`src/rtl/wb_regfile.sv`:
```
// wb_regfile: write-back select, 32x32 register file with write-through bypass, retired-instruction counter
//   clk, rst_n                  clock, asynchronous active-low reset
//   wb_valid                    MEM/WB holds a real instruction
//   ReadData, ALU_Result        write-back candidates
//   Write_Destination           destination register index
//   RegWrite, MemtoReg          write-back control
//   rs1_addr/rs2_addr           ID read addresses
//   rs1_data/rs2_data           combinational read data (bypassed)
//   wb_data, wb_we              selected write-back value and qualified enable
//   retire_count                retired-instruction counter
module wb_regfile #(
  parameter int DATA_W = 32,
  parameter int NREG   = 32,
  parameter int CNT_W  = 32
) (
  input  logic              clk,
  input  logic              rst_n,
  input  logic              wb_valid,
  input  logic [DATA_W-1:0] ReadData,
  input  logic [DATA_W-1:0] ALU_Result,
  input  logic [4:0]        Write_Destination,
  input  logic              RegWrite,
  input  logic              MemtoReg,
  input  logic [4:0]        rs1_addr,
  input  logic [4:0]        rs2_addr,
  output logic [DATA_W-1:0] rs1_data,
  output logic [DATA_W-1:0] rs2_data,
  output logic [DATA_W-1:0] wb_data,
  output logic              wb_we,
  output logic [CNT_W-1:0]  retire_count
);
  localparam logic [5:0] NR = 6'(NREG);
  logic [DATA_W-1:0] regs [NREG];
  logic [CNT_W-1:0]  cnt_q;
  logic              dst_ok;
  assign wb_data      = MemtoReg ? ReadData : ALU_Result;
  assign wb_we        = wb_valid & RegWrite & (Write_Destination != 5'd0);
  assign dst_ok       = {1'b0, Write_Destination} < NR;
  assign retire_count = cnt_q;
  always_ff @(posedge clk or negedge rst_n) begin
    if (!rst_n) begin
      for (int i = 0; i < NREG; i++) regs[i] <= '0;
      cnt_q <= '0;
    end else begin
      if (wb_we && dst_ok) regs[Write_Destination] <= wb_data;
      if (wb_valid) cnt_q <= cnt_q + CNT_W'(1);
    end
  end
  // r0 and unimplemented indices read 0 and never bypass; reset forces 0 so a
  // pending write-back cannot leak through the bypass while regs are held clear.
  function automatic logic [DATA_W-1:0] rd(input logic [4:0] a);
    return (!rst_n || a == 5'd0 || {1'b0, a} >= NR) ? '0 :
           (wb_we && a == Write_Destination) ? wb_data : regs[a];
  endfunction
  always_comb begin
    rs1_data = rd(rs1_addr);
    rs2_data = rd(rs2_addr);
  end
endmodule

```
`config.mk`:
```
export PLATFORM = sky130hd
export DESIGN_NAME = wb_regfile
export DESIGN_NICKNAME = d
export VERILOG_FILES = /design/src/rtl/wb_regfile.sv
export SDC_FILE = /design/constraint.sdc
export NUM_CORES = 2
export LEC_CHECK = 0
export ABC_AREA = 1
export CAP_MARGIN = 20
export CELL_PAD_IN_SITES_DETAIL_PLACEMENT = 1
export CELL_PAD_IN_SITES_GLOBAL_PLACEMENT = 2
export CORE_ASPECT_RATIO = 0.7
export CORE_MARGIN = 3
export CORE_UTILIZATION = 25
export CTS_CLUSTER_SIZE = 16
export DETAILED_ROUTE_END_ITERATION = 8
export PLACE_DENSITY_LB_ADDON = 0.1
export SYNTH_ARGS = -nofsm -noshare
export SYNTH_HDL_FRONTEND = slang
export SYNTH_SLANG_ARGS = --single-unit
```
`constraint.sdc`:
```
create_clock -name clk -period 6 [get_ports clk]
set_input_delay 1.2 -clock clk [delete_from_list [all_inputs] [get_ports clk]]
set_output_delay 1.2 -clock clk [all_outputs]
set_load 0.05 [all_outputs]
```
==> qor.csv <==
stage,metric,value,unit
synthesis,Yosys cell types,30,
cts,Clock Tree Buf Depth,4,
worst_setup_path,slowest CP cell,clkdlybuf4s50_1,
synthesis,Yosys reg bits,1056,
drt,drt first pass iters,6,
die,CORE AREA,0.2362,mm²
sta,fin. max-slew vios,0,
sta,worst setup margin,369.4,ps
pwr,worst vdd ir,0.2096,mV
sta,Tightest Pin Transition,1156,ps
sta,RSZ-0062 raised after global routing,no,
cts,CTS tree,done,
synthesis,post-synthesis cell count,8656,
synthesis,Syn Std Cell Area,0.05954,mm²
synthesis,Yosys warnings,0,
synthesis,Synth area leaders,"dfrtp_1 44%, nand2_1 19%, o21ai_0 10%",
cts,clock slew at reported path FFs,60,ps
synthesis,Post-synth top flop,dfrtp_1,
die,num rows,149,
worst_setup_path,critical-path cell list,clkdlybuf4s50_1 > inv_2 > nand2_1 > nor2_2 > nand2_1 > nand2_4 > inv_2 > nand2_4 > buf_4 > nand3_1 > a21oi_1 > buf_12,
worst_setup_path,cell depth of the worst setup path,12,
synthesis,adder-cell share of the synthesized area,0.02101,%
synthesis,"FFs w/ async S/R, synth",100.0,%
worst_setup_path,Worst Path Buf+Inv,5,
worst_setup_path,WP data required,4800,ps
synthesis,post-synth top area cell,dfrtp_1,
worst_setup_path,Worst setup SP type,input port,
die,Die Y,414.3,µm
final_layout,"non-filler cells, final",11730,
die,chip width,589.3,µm
worst_setup_path,Critical Path Start,Write_Destination[4],
sta,Worst Skew,23.55,ps
cts,setup repair bufs after CTS,0,
pwr,Leak,31.64,nW
final_layout,Area growth syn-to-layout,18.07,%
worst_setup_path,CP top delay family,buffers and inverters,
cts,clk_lat worst skew,800,ps
die,Initial Util,25.21,%
worst_hold_path,HP Class,input port to asynchronous set/reset pin,
cts,"Hold-fix buffers, CTS",0,
placement,dpl ws,419.7,ps
grt,pin count of the biggest net entering global routing,143,
synthesis,syn_area_per_cell,6.879,µm²
flow_run,max capacitance violation total,0,
synthesis,Post-Synth Simple-Gate Area,29.74,%
sta,final hold slack,341.9,ps
grt,number of global-route vias before repair,60340,
synthesis,"count leader, synth",nand2_1,
worst_setup_path,Worst R2R Start,retire_count[13]$_DFFE_PN0P_,
pwr,pwr dens,306.2,mW/mm²
grt,initial antenna violation count,17,
placement,Placed Cells,11500,
die,die area,0.2441,mm²
placement,Port Buffer Count,212,
drt,drt first-iter violations,4654,
grt,first-pass GRT wire length,454.3,mm
run_status,status,"complete, no violations",
drt,drt drc,0,
final_layout,FILL cells,28720,
cts,clk root buf,clkbuf_16,
grt,Tot GR Track Use,25.21,%
synthesis,Synth Area in Compound Gates,17.08,%
placement,Placer Congestion,0.7944,
sta,"Hold Vio Cnt, Final",0,
synthesis,"Seq/Total Area, Yosys",44.38,%
cts,H-tree levels,4,
cts,clock tree sinks,1056,
drt,Wirelength per Cell,26.76,µm
synthesis,share of the synthesized area in the top cell type,44.38,%
sta,Fmax achieved,177.6,MHz
sta,Tmin final,5631,ps
worst_setup_path,Slowest Stage Delay on Critical Path,560,ps
final_layout,share of post-route cells with drive strength above 1,7.178,%
final_layout,fin nets,8556,
synthesis,synth cell count leaders,"3021 x nand2_1, 1196 x o21ai_0, 1056 x dfrtp_1",
drt,routed vias/inst,5.069,
cts,CTS Buf Count,140,
worst_setup_path,Setup crit end kind,output pin,
grt,global route total overflow,0,
drt,final WL,314.0,mm
die,# IOs,213,
final_layout,Reg area,0.02643,mm²
synthesis,Synth Net Count,8741,
sta,final setup TNS,0,ps
sta,setup violators final,0,
worst_setup_path,WP data arrival,4430,ps
final_layout,footprint of the multi-input gates,0.02862,mm²
synthesis,Post-synth EDFFs,0,
cts,cts repair resizes,0,
sta,period utilization,93.84,%
synthesis,Synth Area in XOR/XNOR,0.5296,%
drt,via count,59470,
pwr,Tot Pwr,21.53,mW
synthesis,largest family of logic cells by synthesized area,simple AND/OR/NAND/NOR gates,
drt,Post-DRT Antenna Nets,0,
synthesis,mux share of post-synthesis cell area,0,%
placement,Post-DP HPWL,182.3,mm
worst_setup_path,cells on worst reg2reg path,6,
worst_setup_path,Setup Crit Path Kind,input port to output pin,
worst_setup_path,CP max FO,19,
sta,slew margin rel.,22.92,%
## final cells by class
| type | instances | share of cell area [%] |
|---|---|---|
| multi-input combinational | 6316 | 40.71 |
| sequential | 1056 | 37.59 |
| timing repair buffer | 426 | 7.165 |
| clock buffer | 207 | 5.788 |
| tap | 3171 | 5.644 |
| inverter | 531 | 2.874 |
| clock inverter | 18 | 0.2082 |
| antenna | 7 | 0.02492 |
## cell usage in the layout, fill, tap and decap left out, types with 4 or more instances in the layout
master,count
a21oi_1,440
buf_12,116
buf_4,168
buf_8,5
clkbuf_1,39
clkbuf_16,143
clkbuf_8,27
clkdlybuf4s50_1,135
clkinv_2,16
dfrtp_1,1056
diode_2,7
inv_1,517
inv_2,6
inv_4,4
nand2_1,3007
nand2_4,27
nand3_1,844
nand4_1,10
nand4_4,4
nor2_1,390
nor2_4,4
nor3_1,10
o211ai_1,210
o21ai_0,1164
o21ai_1,78
o21ai_2,28
o21ai_4,4
or2_2,44
xnor2_1,17
xor2_1,19
## cell families (layout without fill, tap and decap cells)
family,count (synthesis),count (layout)
AO/OA/AOI/OAI,1926,1926
XOR/XNOR,36,36
adder cells (fa/ha/maj),1,1
buffers and inverters,1284,1182
flip-flops,1056,1056
other,0,7
AND/OR/NAND/NOR,4353,4353
## layer usage
layer | vias up | global-route usage [%] | share of wire (%) | wire length, µm
met3 | 330 | 3.113 | 4.3 | 13630
met2 | 1290 | 39.54 | 44 | 137900
met5 | - | 0 | 0 | 0
li1 | 27660 | - | - | -
met1 | 30190 | 36.66 | 49 | 154600
met4 | 0 | 5.929 | 2.5 | 7903
## state kept, by name, summed over array words and instances (netlist names)
signal,flops
regs,1024
retire_count,32
## where the power goes
part | internal (mW) | total (mW) | switching (mW) | leakage (nW)
combinational | 1.43 | 4.36 | 2.94 | 15.5
clock | 4.74 | 8.26 | 3.51 | 2.08
sequential | 8.14 | 8.91 | 0.763 | 14.0
## stage by stage
| step | instance area, µm² | utilization, % |
|---|---|---|
| floorplan | 59540 | - |
| global placement | 66050 | 27.96 |
| detailed placement | 66070 | 27.97 |
| CTS | 70280 | 29.75 |
| global route | 70280 | 29.76 |
| finish | 70300 | 29.76 |
## path summary, 6_finish.rpt
path | to | slack (ps)
min reg2reg | regs[1018]$_DFFE_PN0P_ | 390
min in group clk | regs[1018]$_DFFE_PN0P_ | 390
max reg2reg | retire_count[31]$_DFFE_PN0P_ | 3990
max in group asynchronous | regs[315]$_DFFE_PN0P_ | 2830
max | rs1_data[10] | 370
min | regs[778]$_DFFE_PN0P_ | 340
No activity file was read; power rests on OpenSTA's default activity.
